[src/rtl/rv32i_decode_exec.sv]
// rtl/rv32i_decode_exec.sv - RV32I main/ALU-control decode, 32-bit ALU and branch resolve, one register stage
//
// Purpose: decodes the fetched instruction into datapath control strobes,
// selects and evaluates the ALU operation on the supplied operands, resolves
// conditional branches, and registers everything for the following stage.
//
// Ports:
//   clk, reset            rising-edge clock; asynchronous active-high reset
//   instruction           32-bit instruction word
//   rs1_data, rs2_data    register-file read data
//   eximm                 sign-extended immediate
//   alu_op, reg_src       ALU operation class; writeback source select
//   alu_src               1 = op2 is eximm, 0 = op2 is rs2_data
//   reg_write, mem_read, mem_write, branch, jump   control strobes
//   field                 ALU function code
//   result                ALU result
//   zero, sign, overflow, carry   ALU flags
//   branch_taken          conditional branch resolved taken
module rv32i_decode_exec (
  input  logic        clk,
  input  logic        reset,
  input  logic [31:0] instruction,
  input  logic [31:0] rs1_data,
  input  logic [31:0] rs2_data,
  input  logic [31:0] eximm,
  output logic [1:0]  alu_op,
  output logic [1:0]  reg_src,
  output logic        alu_src,
  output logic        reg_write,
  output logic        mem_read,
  output logic        mem_write,
  output logic        branch,
  output logic        jump,
  output logic [3:0]  field,
  output logic [31:0] result,
  output logic        zero,
  output logic        sign,
  output logic        overflow,
  output logic        carry,
  output logic        branch_taken
);

  localparam logic [6:0] OP_R     = 7'b0110011;
  localparam logic [6:0] OP_I     = 7'b0010011;
  localparam logic [6:0] OP_LOAD  = 7'b0000011;
  localparam logic [6:0] OP_STORE = 7'b0100011;
  localparam logic [6:0] OP_BR    = 7'b1100011;
  localparam logic [6:0] OP_JAL   = 7'b1101111;
  localparam logic [6:0] OP_JALR  = 7'b1100111;
  localparam logic [6:0] OP_LUI   = 7'b0110111;
  localparam logic [6:0] OP_AUIPC = 7'b0010111;

  localparam logic [3:0] F_ADD  = 4'd0;
  localparam logic [3:0] F_SUB  = 4'd1;
  localparam logic [3:0] F_SLL  = 4'd2;
  localparam logic [3:0] F_SLT  = 4'd3;
  localparam logic [3:0] F_SLTU = 4'd4;
  localparam logic [3:0] F_XOR  = 4'd5;
  localparam logic [3:0] F_SRL  = 4'd6;
  localparam logic [3:0] F_SRA  = 4'd7;
  localparam logic [3:0] F_OR   = 4'd8;
  localparam logic [3:0] F_AND  = 4'd9;

  logic [6:0] opcode;
  logic [2:0] funct3;
  logic       funct7_b5;

  assign opcode    = instruction[6:0];
  assign funct3    = instruction[14:12];
  assign funct7_b5 = instruction[30];

  // Instruction bits that carry register indices or immediates are consumed
  // elsewhere in the core, not here.
  logic unused_instr_bits;
  assign unused_instr_bits = ^{instruction[31], instruction[29:15], instruction[11:7]};

  // Next-state (combinational) values
  logic [1:0]  alu_op_d, reg_src_d;
  logic        alu_src_d, reg_write_d, mem_read_d, mem_write_d, branch_d, jump_d;
  logic        is_lui;
  logic [3:0]  field_d;
  logic [31:0] result_d;
  logic        zero_d, sign_d, overflow_d, carry_d, branch_taken_d;

  // Registered values
  logic [1:0]  alu_op_q, reg_src_q;
  logic        alu_src_q, reg_write_q, mem_read_q, mem_write_q, branch_q, jump_q;
  logic [3:0]  field_q;
  logic [31:0] result_q;
  logic        zero_q, sign_q, overflow_q, carry_q, branch_taken_q;

  // Main control decode
  always_comb begin
    alu_op_d    = 2'b00;
    reg_src_d   = 2'd0;
    alu_src_d   = 1'b0;
    reg_write_d = 1'b0;
    mem_read_d  = 1'b0;
    mem_write_d = 1'b0;
    branch_d    = 1'b0;
    jump_d      = 1'b0;
    is_lui      = 1'b0;
    unique case (opcode)
      OP_R: begin
        alu_op_d    = 2'b10;
        reg_write_d = 1'b1;
      end
      OP_I: begin
        alu_op_d    = 2'b11;
        alu_src_d   = 1'b1;
        reg_write_d = 1'b1;
      end
      OP_LOAD: begin
        alu_src_d   = 1'b1;
        reg_src_d   = 2'd1;
        reg_write_d = 1'b1;
        mem_read_d  = 1'b1;
      end
      OP_STORE: begin
        alu_src_d   = 1'b1;
        mem_write_d = 1'b1;
      end
      OP_BR: begin
        alu_op_d = 2'b01;
        branch_d = 1'b1;
      end
      OP_JAL: begin
        reg_src_d   = 2'd3;
        reg_write_d = 1'b1;
        jump_d      = 1'b1;
      end
      OP_JALR: begin
        alu_src_d   = 1'b1;
        reg_src_d   = 2'd3;
        reg_write_d = 1'b1;
        jump_d      = 1'b1;
      end
      OP_LUI: begin
        alu_src_d   = 1'b1;
        reg_write_d = 1'b1;
        is_lui      = 1'b1;
      end
      OP_AUIPC: begin
        alu_src_d   = 1'b1;
        reg_src_d   = 2'd2;
        reg_write_d = 1'b1;
      end
      default: ;
    endcase
  end

  // ALU-control decode; the immediate form (alu_op 11) has no subtract
  always_comb begin
    field_d = F_ADD;
    case (alu_op_d)
      2'b00: field_d = F_ADD;
      2'b01: field_d = F_SUB;
      default: begin
        case (funct3)
          3'b000: field_d = (funct7_b5 && alu_op_d == 2'b10) ? F_SUB : F_ADD;
          3'b001: field_d = F_SLL;
          3'b010: field_d = F_SLT;
          3'b011: field_d = F_SLTU;
          3'b100: field_d = F_XOR;
          3'b101: field_d = funct7_b5 ? F_SRA : F_SRL;
          3'b110: field_d = F_OR;
          default: field_d = F_AND;
        endcase
      end
    endcase
  end

  // Operands and arithmetic
  logic [31:0] op1, op2, op2_eff;
  logic [4:0]  shamt;
  logic        is_sub;
  logic [32:0] sum33;

  assign op1     = is_lui ? 32'd0 : rs1_data;
  assign op2     = alu_src_d ? eximm : rs2_data;
  assign shamt   = op2[4:0];
  assign is_sub  = (field_d == F_SUB);
  // Subtract as op1 + ~op2 + 1 so bit 32 is the inverted borrow
  assign op2_eff = is_sub ? ~op2 : op2;
  assign sum33   = {1'b0, op1} + {1'b0, op2_eff} + {32'd0, is_sub};

  always_comb begin
    result_d = 32'd0;
    case (field_d)
      F_ADD, F_SUB: result_d = sum33[31:0];
      F_SLL:  result_d = op1 << shamt;
      F_SLT:  result_d = {31'd0, $signed(op1) < $signed(op2)};
      F_SLTU: result_d = {31'd0, op1 < op2};
      F_XOR:  result_d = op1 ^ op2;
      F_SRL:  result_d = op1 >> shamt;
      F_SRA:  result_d = $unsigned($signed(op1) >>> shamt);
      F_OR:   result_d = op1 | op2;
      F_AND:  result_d = op1 & op2;
      default: result_d = 32'd0;
    endcase
  end

  always_comb begin
    zero_d     = (result_d == 32'd0);
    sign_d     = result_d[31];
    carry_d    = 1'b0;
    overflow_d = 1'b0;
    if (field_d == F_ADD || field_d == F_SUB) begin
      carry_d    = sum33[32];
      // Same-sign addends producing an opposite-sign sum
      overflow_d = (op1[31] == op2_eff[31]) && (sum33[31] != op1[31]);
    end
  end

  // Branch condition from the flags of the op1 - op2 subtraction
  always_comb begin
    branch_taken_d = 1'b0;
    case (funct3)
      3'b000: branch_taken_d = zero_d;
      3'b001: branch_taken_d = !zero_d;
      3'b100: branch_taken_d = sign_d ^ overflow_d;
      3'b101: branch_taken_d = !(sign_d ^ overflow_d);
      3'b110: branch_taken_d = !carry_d;
      3'b111: branch_taken_d = carry_d;
      default: branch_taken_d = 1'b0;
    endcase
    branch_taken_d = branch_taken_d && branch_d;
  end

  always_ff @(posedge clk or posedge reset) begin
    if (reset) begin
      alu_op_q       <= 2'b00;
      reg_src_q      <= 2'd0;
      alu_src_q      <= 1'b0;
      reg_write_q    <= 1'b0;
      mem_read_q     <= 1'b0;
      mem_write_q    <= 1'b0;
      branch_q       <= 1'b0;
      jump_q         <= 1'b0;
      field_q        <= 4'd0;
      result_q       <= 32'd0;
      zero_q         <= 1'b0;
      sign_q         <= 1'b0;
      overflow_q     <= 1'b0;
      carry_q        <= 1'b0;
      branch_taken_q <= 1'b0;
    end else begin
      alu_op_q       <= alu_op_d;
      reg_src_q      <= reg_src_d;
      alu_src_q      <= alu_src_d;
      reg_write_q    <= reg_write_d;
      mem_read_q     <= mem_read_d;
      mem_write_q    <= mem_write_d;
      branch_q       <= branch_d;
      jump_q         <= jump_d;
      field_q        <= field_d;
      result_q       <= result_d;
      zero_q         <= zero_d;
      sign_q         <= sign_d;
      overflow_q     <= overflow_d;
      carry_q        <= carry_d;
      branch_taken_q <= branch_taken_d;
    end
  end

  assign alu_op       = alu_op_q;
  assign reg_src      = reg_src_q;
  assign alu_src      = alu_src_q;
  assign reg_write    = reg_write_q;
  assign mem_read     = mem_read_q;
  assign mem_write    = mem_write_q;
  assign branch       = branch_q;
  assign jump         = jump_q;
  assign field        = field_q;
  assign result       = result_q;
  assign zero         = zero_q;
  assign sign         = sign_q;
  assign overflow     = overflow_q;
  assign carry        = carry_q;
  assign branch_taken = branch_taken_q;

endmodule

[config.mk]
export PLATFORM = sky130hd
export DESIGN_NAME = rv32i_decode_exec
export DESIGN_NICKNAME = d
export VERILOG_FILES = /design/src/rtl/rv32i_decode_exec.sv
export SDC_FILE = /design/constraint.sdc
export NUM_CORES = 1
export LEC_CHECK = 0
export ABC_CLOCK_PERIOD_IN_PS = 1700
export BUFFER_PORTS_ARGS = -buffer_cell sky130_fd_sc_hd__buf_2
export CORE_ASPECT_RATIO = 0.6
export CORE_MARGIN = 10
export CORE_UTILIZATION = 60
export DETAILED_ROUTE_END_ITERATION = 10
export PLACE_DENSITY = 0.89
export SLEW_MARGIN = 20
export SYNTH_ARGS = -nofsm -noshare
export SYNTH_HDL_FRONTEND = slang
export SYNTH_SLANG_ARGS = --single-unit
[constraint.sdc]
create_clock -name clk -period 1.7 [get_ports clk]
set_input_delay 0.085 -clock clk [delete_from_list [all_inputs] [get_ports clk]]
set_output_delay 0.085 -clock clk [all_outputs]
set_load 0.01 [all_outputs]
==> results of run 1 <==
==> per-stage QoR <==
step / cells / setup WS (ns) / util (%) / hold slack, ns / instance area (um2)
2_1_floorplan: 1613 / -3.22 / - / 0.220 / 12100
3_3_place_gp: 2566 / -3.48 / 90.8 / 0.103 / 17400
3_5_place_dp: 2566 / -3.97 / 90.8 / 0.112 / 17400
==> cell families after synthesis <==
kind of cell	share of synthesized area [%]
AO/OA/AOI/OAI	34.5
XOR/XNOR	3.66
adder cells (fa/ha/maj)	13.8
buffers and inverters	9.27
flip-flops	10.7
multiplexers	8.11
AND/OR/NAND/NOR	20.0
==> cell usage after synthesis (all sizes together) (10+ instances only) <==
master,number
a2111oi,12
a211o,10
a211oi,42
a21o,18
a21oi,126
a221oi,17
a22o,10
a22oi,43
a31oi,34
and3,11
buf,77
clkbuf,47
dfrtp,50
ha,128
inv,108
mux2,11
mux2i,78
nand2,144
nand2b,12
nand3,50
nand4,11
nor2,115
nor2b,11
nor3,50
nor4,18
o2111ai,11
o211ai,13
o21a,15
o21ai,64
o221ai,23
o22ai,67
or3,14
xnor2,44
==> flow_summary.yaml, run 1 <==
synth:
  async_flop_share_pct: 100
  ys_seq_elements: 50
  yosysTopAreaCell: "ha_1"
  syn_inst: 1613
  yosys_warnings: 0
  avgSynthCellArea_um2: 7.27
  synth_fp_nets: 1872
  synth.top_cell.area_share_pct: 13.7
  synth.distinct_cells: 97
  synthTopCellsByArea: "ha_1 (14%), dfrtp_1 (11%), mux2i_1 (6.4%)"
  synthFlopType: "dfrtp_1"
  synth_edf_count: 0
  synthesis.area_um2: 11700
  seq_area_frac_synth_pct: 10.7
clock_tree:
  cts-resized-gates: 293
  cts-buffers-inserted: 5
  post_cts_buffers: 62
  postCtsHoldBufs: 1
  h-tree-depth: 2
  cts_buffer_depth: 2
  cts_sinks: 50
  cts_root_buf: "clkbuf_16"
die:
  start_util_pct: 61.3
  io_pins: 181
  rows: 39
  die_w_um: 200
  die_y_um: 128
place:
  gp_congestion: 1.47
  io_buffers: 159
  post-dp-hpwl_um: 60000
outcome:
  failed_stage: "4_1_cts"
  outcome: "did not finish"
  stop_error: "[ERROR DPL-0038] Utilization greater than 100%, impossible to legalize"
==> inputs of run 2 (changes only) <==
CORE_ASPECT_RATIO = not set   (was 0.6)
CORE_UTILIZATION = 40   (was 60)
PLACE_DENSITY = not set   (was 0.89)
PLACE_DENSITY_LB_ADDON = 0.15   (was not set)
==> run 2 against run 1 <==
The flow now finishes, with violations (setup timing). Synthesized cell count unchanged. Synthesized area unchanged.
==> flow_summary.yaml, run 2 <==
place:
  post-dp-hpwl_um: 60600
  gp_congestion: 1.14
  placed_area_um2: 17800
  io_buffers: 159
  place_ws_ns: -3.66
critical_path:
  crit_fanout: 7
  crit_buf_inv: 5
  cp-start-kind: "input pin"
  path_class: "in2reg"
  crit_family: "compound AO/OA/AOI/OAI gates"
  cpPeakStageDelay_ns: 0.49
  crit_slowest_cell: "or4_4"
  critPathCaptureType: "register"
  required_ns: 1.91
  crit_top_cell: "a31o_4"
  path_cells: "buf_8 -> a211o_1 -> a31o_4 -> inv_8 -> buf_12 -> mux2i_2 -> inv_2 -> xnor2_2 -> ha_4 -> a21oi_2 -> o21ai_1 -> a31o_4 -> a22o_1 -> or4_4 -> a21oi_4 -> buf_6 -> mux2i_4 -> a221oi_2 -> o2111ai_1 -> nor4_1 -> nand4_1 -> nor3_4 -> mux2i_1 -> nand2_1"
  cp.arrival_ns: 5.28
die:
  die_w_um: 191
  core_um2: 28800
  start_util_pct: 40.7
  die_area_um2: 36600
  rows: 62
  die_y_um: 191
  io_pins: 181
synth:
  ys_seq_elements: 50
  synth_edf_count: 0
  synthesis.area_um2: 11700
  yosys_warnings: 0
  syn_inst: 1613
  netlist_top_cells_count: "nand2_1 (143), ha_1 (128), a21oi_1 (122)"
  yosysTopAreaCell: "ha_1"
  synth_fp_nets: 1872
  yosysMostFrequentCell: "nand2_1"
  avgSynthCellArea_um2: 7.27
  synthTopCellsByArea: "ha_1 (14%), dfrtp_1 (11%), mux2i_1 (6.4%)"
  seq_area_frac_synth_pct: 10.7
  async_flop_share_pct: 100
  synthFlopType: "dfrtp_1"
  synth.top_cell.area_share_pct: 13.7
  synth.distinct_cells: 97
clock_tree:
  cts_root_buf: "clkbuf_16"
  path_clk_slew_ns: 0.08
  h-tree-depth: 2
  cts_tree: "built"
  cts_buffer_depth: 2
  cts-buffers-inserted: 5
  cts_sinks: 50
drt:
  postRouteAntennaNets: 0
  routed_wl_um: 78200
  viasPerCell: 6.46
  wl_per_cell_um: 28.0
  drt_iter0_drc: 2537
  first_pass_iters: 6
  drc_errors: 0
  vias: 18000
cells_and_area:
  area_delta_synth_final_pct: 69.7
  layout_common_cells: "buf_4 (700), buf_2 (156), nand2_1 (133)"
  layout-drive-gt1-share_pct: 48.6
  seqCellArea_um2: 1250
  largest_reg_flops: 32
  multi_input_area_um2: 10800
  final_cell_area_um2: 19900
  nFillCells: 2366
  finalNetCount: 2661
  final_common_cell: "buf_4"
sta:
  fin_ws_ns: -3.37
  tightestPinTransition_ns: 0.760
  relSlewSlack_pct: 48.9
  rsz0062_at_grt: "yes"
  fin_tns_setup_ns: -70.05
  fin_crit_sh_pct: 298
  fmax_mhz: 197
  slew_viol_final: 0
  fin_crit_ns: 5.07
  hold_violations: 0
  setup_violations: 36
power:
  power.share.clock_pct: 11.6
  swShare_pct: 47.1
  p_seq_share_pct: 13.6
  p_sw_uw: 4940
  ir_drop_v: 0.000425
  p_int_uw: 5530
  power.static_leakage_uw: 0.00949
  powerDensity_nw_per_um2: 526
  combPwrFrac_pct: 74.8
global_route:
  grt_max_degree: 48
  antenna_found_initial: 3
  grt_overflow_total: 0
  grt_pass1_vias: 17200
  grt_usage_pct: 39.3
  grt_pass1_wl_um: 109000
outcome:
  violations: "setup timing"
  outcome: "complete, but fails checks"
job:
  drv_cap: 0
min_path:
  hp-class: "in2reg"
run 2: cell counts after synthesis:
No cell type changed its count.
run 2: final timing paths:
path                                 from      endpoint  slack [ns]  depth (start not counted)
setup / recovery           instruction[5]  branch_taken       -3.37                         24
hold / removal             instruction[4]     mem_write        0.07                          3
max in group asynchronous           reset    reg_src[1]        0.77                          4
min in group asynchronous           reset     result[6]        0.32                          3
run 2: logic make-up after synthesis:
| family | after synthesis | synth area share, % |
|---|---|---|
| multiplexers | 90 | 8.11 |
| XOR/XNOR | 49 | 3.66 |
| flip-flops | 50 | 10.7 |
| AO/OA/AOI/OAI | 580 | 34.5 |
| AND/OR/NAND/NOR | 482 | 20.0 |
| buffers and inverters | 233 | 9.27 |
| adder cells (fa/ha/maj) | 129 | 13.8 |
run 2: cell type report:
cell class | count | share of cell area (%)
multi-input combinational | 1330 | 54.3
timing repair buffer | 906 | 34.0
sequential | 50 | 6.29
tap | 384 | 2.41
inverter | 109 | 2.16
clock buffer | 5 | 0.629
clock inverter | 3 | 0.145
antenna | 2 | 0.0252
run 2: stage by stage:
stage / total power (uW) / util (%) / instances / hold slack, ns
2_1_floorplan: 4390 / - / 1613 / 0.220
5_1_grt: 10800 / 69.1 / 2788 / 0.0863
4_1_cts: 9620 / 65.6 / 2757 / 0.0858
3_3_place_gp: 7870 / 61.8 / 2719 / 0.133
6_report: 10500 / 69.1 / 2789 / 0.0749
3_5_place_dp: 7960 / 61.8 / 2719 / 0.152
run 2: metal layers:
metal / vias to the layer above / part of all wire [%] / global-route usage (%)
met5: - / 0.040 / 0
met1: 8465 / 35 / 46.7
met2: 1433 / 44 / 61.6
met3: 443 / 11 / 8.62
met4: 2 / 9.4 / 28.5
li1: 7679 / - / -
run 2: repair_timing:
item,CTS,global route
setup buffers,30,42
cloned,1,2
endpoints found under the setup margin,38,38
hold buffers,1,0
hold endpoints to repair,24,0
pin swaps,53,78
resized for setup,151,153
run 2: power groups by stage:
stage	Sequential (uW)	Clock [uW]	Combinational, uW
global placement	1440	0	6430
finish	1430	1220	7820
floorplan	1560	0	2830
CTS	1430	1220	6970
detailed placement	1450	0	6510
global route	1440	1250	8100
Power figures use the tool's default switching activity.
